$ cat src/rtl/seg7_scan_display.sv
// Multiplexed common-anode seven-segment driver with frame-boundary value commit.
// Optional anti-ghosting blank at slot start: define SEG7_GHOST_BLANK_EN.
module seg7_scan_display #(
    parameter int NDIG        = 4,
    parameter int REFRESH_DIV = 50000,
    parameter int CNT_W       = 16,
    parameter int BLANK_CYC   = 4
) (
    input  logic              clk,
    input  logic              rst,
    input  logic [4*NDIG-1:0] val_in,
    input  logic              load,
    output logic [NDIG-1:0]   an,
    output logic [6:0]        seg,
    output logic              dp,
    output logic              frame_done
);

    localparam int IDX_W = (NDIG > 1) ? $clog2(NDIG) : 1;
    localparam logic [IDX_W-1:0] IDX_LAST = IDX_W'(NDIG - 1);
    localparam logic [CNT_W-1:0] CNT_LAST = CNT_W'(REFRESH_DIV - 1);

    typedef enum logic {SCAN, COMMIT} state_t;

    state_t             state, state_nxt;
    logic [CNT_W-1:0]   ref_cnt;
    logic [IDX_W-1:0]   idx;
    logic [4*NDIG-1:0]  disp_reg, pend_reg, commit_val, disp_shift;
    logic               pend, do_commit;
    logic               slot_wrap, frame_wrap, blank;
    logic [3:0]         digit;

    function automatic logic [6:0] hex_decode(input logic [3:0] nib);
        case (nib)
            4'h0: hex_decode = 7'b1000000;
            4'h1: hex_decode = 7'b1111001;
            4'h2: hex_decode = 7'b0100100;
            4'h3: hex_decode = 7'b0110000;
            4'h4: hex_decode = 7'b0011001;
            4'h5: hex_decode = 7'b0010010;
            4'h6: hex_decode = 7'b0000010;
            4'h7: hex_decode = 7'b1111000;
            4'h8: hex_decode = 7'b0000000;
            4'h9: hex_decode = 7'b0010000;
            4'hA: hex_decode = 7'b0001000;
            4'hB: hex_decode = 7'b0000011;
            4'hC: hex_decode = 7'b1000110;
            4'hD: hex_decode = 7'b0100001;
            4'hE: hex_decode = 7'b0000110;
            default: hex_decode = 7'b0001110;
        endcase
    endfunction

    assign slot_wrap  = (ref_cnt == CNT_LAST);
    assign frame_wrap = slot_wrap && (idx == IDX_LAST);

    // Commit happens on the wrap edge itself so digit 0 of the new frame already sees it.
    always_comb begin
        state_nxt  = SCAN;
        do_commit  = 1'b0;
        commit_val = pend_reg;
        case (state)
            SCAN: begin
                if (frame_wrap && (pend || load)) begin
                    state_nxt  = COMMIT;
                    do_commit  = 1'b1;
                    commit_val = load ? val_in : pend_reg;
                end
            end
            COMMIT: state_nxt = SCAN;
            default: state_nxt = SCAN;
        endcase
    end

    always_ff @(posedge clk) begin
        if (rst) begin
            state    <= SCAN;
            ref_cnt  <= '0;
            idx      <= '0;
            disp_reg <= '0;
            pend_reg <= '0;
            pend     <= 1'b0;
        end else begin
            state   <= state_nxt;
            ref_cnt <= slot_wrap ? '0 : ref_cnt + 1'b1;
            if (slot_wrap)
                idx <= (idx == IDX_LAST) ? '0 : idx + 1'b1;
            if (do_commit) begin
                disp_reg <= commit_val;
                pend     <= 1'b0;
            end else if (load) begin
                pend_reg <= val_in;
                pend     <= 1'b1;
            end
        end
    end

    assign disp_shift = disp_reg >> {idx, 2'b00};
    assign digit      = disp_shift[3:0];

`ifdef SEG7_GHOST_BLANK_EN
    assign blank = (ref_cnt < CNT_W'(BLANK_CYC));
`else
    assign blank = 1'b0;
`endif

    always_ff @(posedge clk) begin
        if (rst) begin
            an         <= '1;
            seg        <= 7'h7F;
            frame_done <= 1'b0;
        end else begin
            an         <= blank ? '1 : ~(NDIG'(1) << idx);
            seg        <= blank ? 7'h7F : hex_decode(digit);
            frame_done <= frame_wrap;
        end
    end

    assign dp = 1'b1;

endmodule
$ cat config.mk
export PLATFORM = sky130hd
export DESIGN_NAME = seg7_scan_display
export DESIGN_NICKNAME = d
export VERILOG_FILES = /design/src/rtl/seg7_scan_display.sv
export SDC_FILE = /design/constraint.sdc
export NUM_CORES = 1
export LEC_CHECK = 0
export CAP_MARGIN = 20
export CORE_MARGIN = 3
export CORE_UTILIZATION = 56
export CTS_CLUSTER_SIZE = 40
export DETAILED_ROUTE_END_ITERATION = 8
export PLACE_DENSITY = 0.76
export SKIP_LAST_GASP = 1
export SYNTH_ARGS = -nofsm -noshare
export SYNTH_HDL_FRONTEND = slang
export SYNTH_SLANG_ARGS = --single-unit
$ cat constraint.sdc
create_clock -name clk -period 2.6 [get_ports clk]
set_input_delay 0.26 -clock clk [delete_from_list [all_inputs] [get_ports clk]]
set_output_delay 0.26 -clock clk [all_outputs]
set_load 0.02 [all_outputs]
# Word-level counts from Yosys, hierarchy flattened
# Memory sizes are Yosys's and may differ from the RTL's. A register that Yosys moved wholly into a read port is not among the register bits.
# Cells that the tools add are included.
[totals]
regBits = 57
romBits = 112
elab_cells = 29
memories = 1
[memory_table]
columns = ["name", "depth", "word_bits", "rd", "rd_ports_with_merged_regs", "write_ports", "line", "text"]
rows = [
  ["(name not given)", 16, 7, 1, 1, 0, "34", "case (nib)"],
]
[classes]
addsub = 2
n_eq_ne = 2
shifts = 2
mux = 7
bitwise = 2
n_reduce_logical = 5
[ops]
columns = ["operator", "n"]
rows = [
  ["$mux 16", 3],
  ["$add 16x1->16 const B", 1],
  ["$eq 16x16->1 const B", 1],
  ["$shr 16x4->4", 1],
  ["$not 4->4", 1],
  ["$reduce_or 2->1", 2],
  ["$shl 1x2->4 const A", 1],
  ["$add 2x1->2 const B", 1],
  ["$eq 2x2->1 const B", 1],
  ["$logic_and 1x1->1", 2],
  ["$mux 1", 2],
  ["$mux 2", 1],
  ["$pmux 1 s2", 1],
  ["$logic_or 1x1->1", 1],
  ["$not 1->1", 1],
]

# Depth between registers and ports, before layout
# Gate-level depths: netlist (run 1).
[logic_depth]
depth_word = 6
ltp_mapped = 8

# Least setup slack after synthesis (run 1)
# No wires, ideal clock.
[synth_timing]
kind = "register -> register"
startpoint = "reg idx[0]"
endpoint = "reg seg[1]"
setup_time_ns = 0.141
arrival_time_ns = 1.729
required_ns = 2.459
setup_slack_ns = 0.730
path_stages_with_launch = 7
n_path_buf = 1
synth_period_minus_slack_ns = 1.870
cell_sequence = "dfxtp_1 buf_2 mux4_2 inv_1 ha_1 o211ai_1 o211ai_1"
[synth_via]
elab_chain_len = 1
[synth_lines]
columns = ["item", "line", "text"]
rows = [
  ["from (decl)", "27", "logic [IDX_W-1:0] idx;"],
  ["from (signal assigned)", "87", "idx <= (idx == IDX_LAST) ? '0 : idx + 1'b1;"],
  ["$shr 16x4->4", "98", "assign disp_shift = disp_reg >> {idx, 2'b00};"],
  ["to (decl)", "14", "output logic [6:0] seg,"],
]
# Every way passes these cells.
# A chain may end at the register's enable or synchronous reset.

# Final worst setup path (run 1)
# Same ends and word-level chain as after synthesis.

==> impl_metrics.json, run 1 <==
{
  "slew_headroom": 0.5684,
  "cts_hold_buf": 0,
  "grt-ovfl-total": 0,
  "antenna_found_initial": 0,
  "holdWs_ns": 0.4561,
  "cts_buffers": 9,
  "firstDrtPassIters": 4,
  "yosys_warnings": 0,
  "hold_violations": 0,
  "placementRows": 26,
  "start_util": 0.5862,
  "dieWidth_um": 79.35,
  "ant_nets": 0,
  "ir_drop_mv": 0.5030,
  "syn_area_um2": 3013,
  "synth_cell_types": 48,
  "layout_min_cycle_time_ns": 2.071,
  "crit_required_ns": 2.81,
  "finalCritPeriodShare": 0.7967,
  "ys_seq_area_frac": 0.4252,
  "gp_congestion": 0.8478,
  "r2r_cells": 5,
  "rsz0062_at_grt": "no",
  "rr_endpoint": "seg[1]",
  "final-setup-viol-count": 0,
  "grt_pass1_wl_um": 10350,
  "fin_nets": 369,
  "cts_resized": 0,
  "hpwl_um": 4125,
  "wl_um": 6022,
  "status": "complete, no violations",
  "rrSetupSlack_ns": 0.53,
  "syn2layout_area_growth_pct": 16.32,
  "post_cts_buffers": 0,
  "route.detailed.drc": 0,
  "vias": 2250,
  "grt_pass1_vias": 2205,
  "synth_top_area_frac": 0.4252,
  "synth_area_leaders": "dfxtp_1 43%, mux2i_1 11%, nand2_1 5.5%",
  "port_buffers": 30,
  "power.total_mw": 1.903,
  "fmax_mhz": 482.8,
  "ys.flop_type": "dfxtp_1",
  "worstSetupEndpoint": "seg[1]",
  "track_usage": 0.2137,
  "routedWlPerCell_um": 14.58,
  "critPathArrivalTime_ns": 2.28,
  "synth_edf_count": 0,
  "maxCapViolCount": 0,
  "layout-drive-gt1-share": 0.1108,
  "tightest_slew_ns": 0.6436,
  "syn_inst": 310,
  "crit_start": "idx[0]",
  "core_area_um2": 5140,
  "drtIter0Drc": 88,
  "clkTransAtPathRegs_ns": 0.06,
  "clk-insertion-delay-late_ns": 0.34,
  "ys_ff_latch": 64,
  "cts.sinks": 64,
  "fin_util": 0.6818,
  "antenna_cells": 0,
  "async_reset_ff_frac": 0,
  "worst_setup_path_start_kind": "register",
  "critPathKind": "reg -> reg",
  "report.final.slew_viol_count": 0,
  "viasPerCell": 5.448,
  "yosys.area.top_type": "dfxtp_1",
  "hold_class": "reg -> reg",
  "p_per_area_nw_per_um2": 542.9,
  "htreeDepth": 3,
  "crit_fanout": 9,
  "dieArea_um2": 6296,
  "cts_tree": "built",
  "p_leak_nw": 1.298,
  "cts_root_buffer": "clkbuf_8",
  "io_pins": 32,
  "skew_ns": 0.006356,
  "synth_area_per_cell_um2": 9.719,
  "clock_path_buffers": 2,
  "largest_reg_flops": 17,
  "die_h_um": 79.35,
  "synthesis.nets": 340,
  "cp-end-kind": "register",
  "grt_max_degree": 27,
  "rr_startpoint": "idx[0]",
  "tns_ns": 0
}
==> synthesized netlist by cell type, types with 2 or more instances <==
cell	count
a211oi_1	7
a211oi_2	9
a21oi_1	24
a31oi_1	2
and3_1	2
buf_2	7
buf_6	4
clkbuf_1	7
dfxtp_1	64
ha_1	11
inv_1	8
mux2i_1	34
mux4_2	4
nand2_1	44
nand2b_1	2
nand3_1	6
nand4_1	2
nor2_1	21
nor3_1	6
nor4_1	2
o211ai_1	2
o21ai_1	4
or3_1	3
xnor2_1	9
xor2_1	3
==> kinds of logic (layout without fill, tap and decap cells) <==
| kind of cell | Yosys count | in the layout | share of synthesized area |
|---|---|---|---|
| AND/OR/NAND/NOR | 100 | 100 | 0.1665 |
| flip-flops | 64 | 64 | 0.4252 |
| AO/OA/AOI/OAI | 54 | 54 | 0.1267 |
| multiplexers | 38 | 38 | 0.1429 |
| buffers and inverters | 30 | 63 | 0.05689 |
| XOR/XNOR | 12 | 12 | 0.03489 |
| adder cells (fa/ha/maj) | 11 | 11 | 0.04568 |
| other | 1 | 1 | 0.001245 |
==> power breakdown <==
group / internal [mW] / leakage (nW) / switching [mW]
combinational: 0.0730 / 0.692 / 0.0761
sequential: 1.01 / 0.522 / 0.0128
clock: 0.395 / 0.0838 / 0.339
==> per-layer routing <==
metal,part of all wire,track usage
met5,0,0
met1,0.46,0.2703
met4,0.013,0.1134
met3,0.051,0.06463
met2,0.48,0.3266
==> layout make-up <==
class / instances / area (um^2)
inverter: 9 / 33.78
multi-input combinational: 216 / 1560
tap: 70 / 87.58
fill: 440 / 1635
timing repair buffer: 39 / 375.4
clock buffer: 15 / 166.4
sequential: 64 / 1281
==> worst max-delay path, stage by stage (launching register included) <==
cell and delay (ns):
dfxtp_1 0.58, mux4_2 0.63, inv_1 0.15, ha_1 0.26, o211ai_1 0.18, o211ai_1 0.12
==> worst min path at each step <==
stage	startpoint	endpoint	slack [ns]	depth (start not counted)
after floorplan	val_in[0]	pend_reg[0]	0.40	2
after global placement	pend_reg[9]	pend_reg[9]	0.44	2
after detailed placement	pend_reg[7]	pend_reg[7]	0.45	2
after CTS	pend_reg[10]	pend_reg[10]	0.46	2
after global routing	pend_reg[7]	pend_reg[7]	0.48	2
final	pend_reg[10]	pend_reg[10]	0.46	2
==> per-stage QoR <==
stage	worst slack (ns)	instance area, um^2	cells
after CTS	0.5282	3505	413
after global routing	0.3754	3505	413
final	0.5286	3505	413
after global placement	0.2775	3323	397
after detailed placement	0.4713	3338	398
after floorplan	0.7300	3013	310
==> placed cells by master (no fill, tap or decap), types with 8 or more instances in the layout <==
cell type / n
dfxtp_1: 64
nand2_1: 44
mux2i_1: 34
clkdlybuf4s50_1: 30
a21oi_1: 24
nor2_1: 21
ha_1: 11
clkbuf_8: 11
xnor2_1: 9
a211oi_2: 9
inv_1: 8
buf_4: 8
(Power assumes the default switching activity.)
==> run 2, diff against run 1 <==
Clock period 2.6 ns to 1.97 ns, I/O delays scaled along.
==> impl_metrics.json, run 2 (synthesis gave the netlist of run 1 again) <==
{
  "drtIter0Drc": 72,
  "hpwl_um": 4189,
  "ant_nets": 0,
  "cts.sinks": 64,
  "fmax_mhz": 549.5,
  "grt-ovfl-total": 0,
  "die_h_um": 79.35,
  "clkTransAtPathRegs_ns": 0.07,
  "fin_cells": 420,
  "skew_ns": 0.006029,
  "core_area_um2": 5140,
  "port_buffers": 30,
  "ir_drop_mv": 0.5006,
  "path_common_cell": "o211ai_1",
  "syn2layout_area_growth_pct": 19.73,
  "cts_buffers": 9,
  "p_per_area_nw_per_um2": 757.1,
  "final_cell_mix": "63 x dfxtp_1, 44 x nand2_1, 34 x mux2i_1",
  "p_leak_nw": 1.359,
  "hold_violations": 0,
  "start_util": 0.5862,
  "wl_um": 5801,
  "grt_pass1_vias": 2127,
  "crit_required_ns": 2.18,
  "power.total_mw": 2.731,
  "cts_tree": "built",
  "worst_path_max_delay_cell": "mux4_2",
  "tns_ns": 0,
  "track_usage": 0.2055,
  "crit_path_max_incr_delay_ns": 0.59,
  "crit_fanout": 5,
  "status": "complete, no violations",
  "crit_buf_inv": 1,
  "layout-drive-gt1-share": 0.1400,
  "critPathArrivalTime_ns": 2.03,
  "grt_pass1_wl_um": 10110,
  "clock_path_buffers": 2,
  "firstDrtPassIters": 5,
  "fillers": 419,
  "dieArea_um2": 6296,
  "crit_family": "multiplexers",
  "routedWlPerCell_um": 13.81,
  "io_pins": 32,
  "critPathKind": "reg -> reg",
  "clk-insertion-delay-late_ns": 0.33,
  "largest_reg_flops": 17,
  "finalCritPeriodShare": 0.9238,
  "placementRows": 26,
  "cts_root_buffer": "clkbuf_8",
  "crit_chain": "mux4_2 > inv_1 > ha_1 > o211ai_1 > o211ai_1",
  "maxCapViolCount": 0,
  "multi_input_area_um2": 1560,
  "report.final.slew_viol_count": 0,
  "dieWidth_um": 79.35,
  "cp-end-kind": "register",
  "route.detailed.drc": 0,
  "antenna_found_initial": 0,
  "post_cts_buffers": 0,
  "worst_setup_path_start_kind": "register",
  "rsz0062_at_grt": "no",
  "fin_area_um2": 3607,
  "vias": 2248,
  "seqCellArea_um2": 1282,
  "cts_hold_buf": 0,
  "placed_cells": 404,
  "fin_nets": 375,
  "htreeDepth": 3,
  "gp_congestion": 0.9077,
  "holdWs_ns": 0.4441,
  "antenna_cells": 0,
  "grt_max_degree": 25,
  "hold_class": "in -> reg",
  "layout_min_cycle_time_ns": 1.820,
  "mostFrequentLayoutCell": "dfxtp_1",
  "final-setup-viol-count": 0,
  "viasPerCell": 5.352,
  "place_area_um2": 3388
}
-- run 2: final cells by class --
cell class                 instances  share of cell area
clock buffer                      14             0.05064
multi-input combinational        216              0.4325
tap                               70             0.02428
inverter                           9            0.009365
timing repair buffer              45              0.1179
sequential                        64              0.3555
clock inverter                     2            0.009712
-- run 2: final timing paths --
path / to / startpoint / cells past startpoint / slack [ns]
worst max-delay path: seg[1] / idx[0] / 5 / 0.15
worst min-delay path: pend_reg[11] / val_in[11] / 3 / 0.44
worst max register to register: seg[1] / idx[0] / 5 / 0.15
worst min register to register: pend_reg[9] / pend_reg[9] / 2 / 0.46
-- run 2: repair_timing --
| item | in CTS | in global routing |
|---|---|---|
| gates resized for setup | 0 | 1 |
| endpoints found under the setup margin | 0 | 3 |
| hold endpoints to repair | 0 | 0 |
-- run 2: tightest hold or removal path, stage by stage --
cell and delay (ns):
clkdlybuf4s50_1 0.41, nand2_1 0.06, mux2i_1 0.05
-- run 2: routing by layer --
layer  track usage  wire length, um  vias up  part of all wire
li1              -                -     1155                 -
met1        0.2725             2792     1044              0.48
met2        0.3207             2724       40              0.47
met3       0.04195              191        9             0.033
met4       0.09622               92        0             0.016
met5             0                0        -                 0
-- run 2: through the flow --
step / util / setup slack, ns
CTS: 0.7016 / 0.04739
detailed placement: 0.6592 / 0.05019
global placement: 0.6592 / 0.1211
floorplan: - / 0.09997
global route: 0.7018 / 0.001678
finish: 0.7018 / 0.1502
-- run 2: report_power, final --
part	switching [mW]	internal, mW	total [mW]
Clock	0.463	0.721	1.18
Sequential	0.0169	1.33	1.35
Combinational	0.101	0.0999	0.201
Total	0.581	2.15	2.73
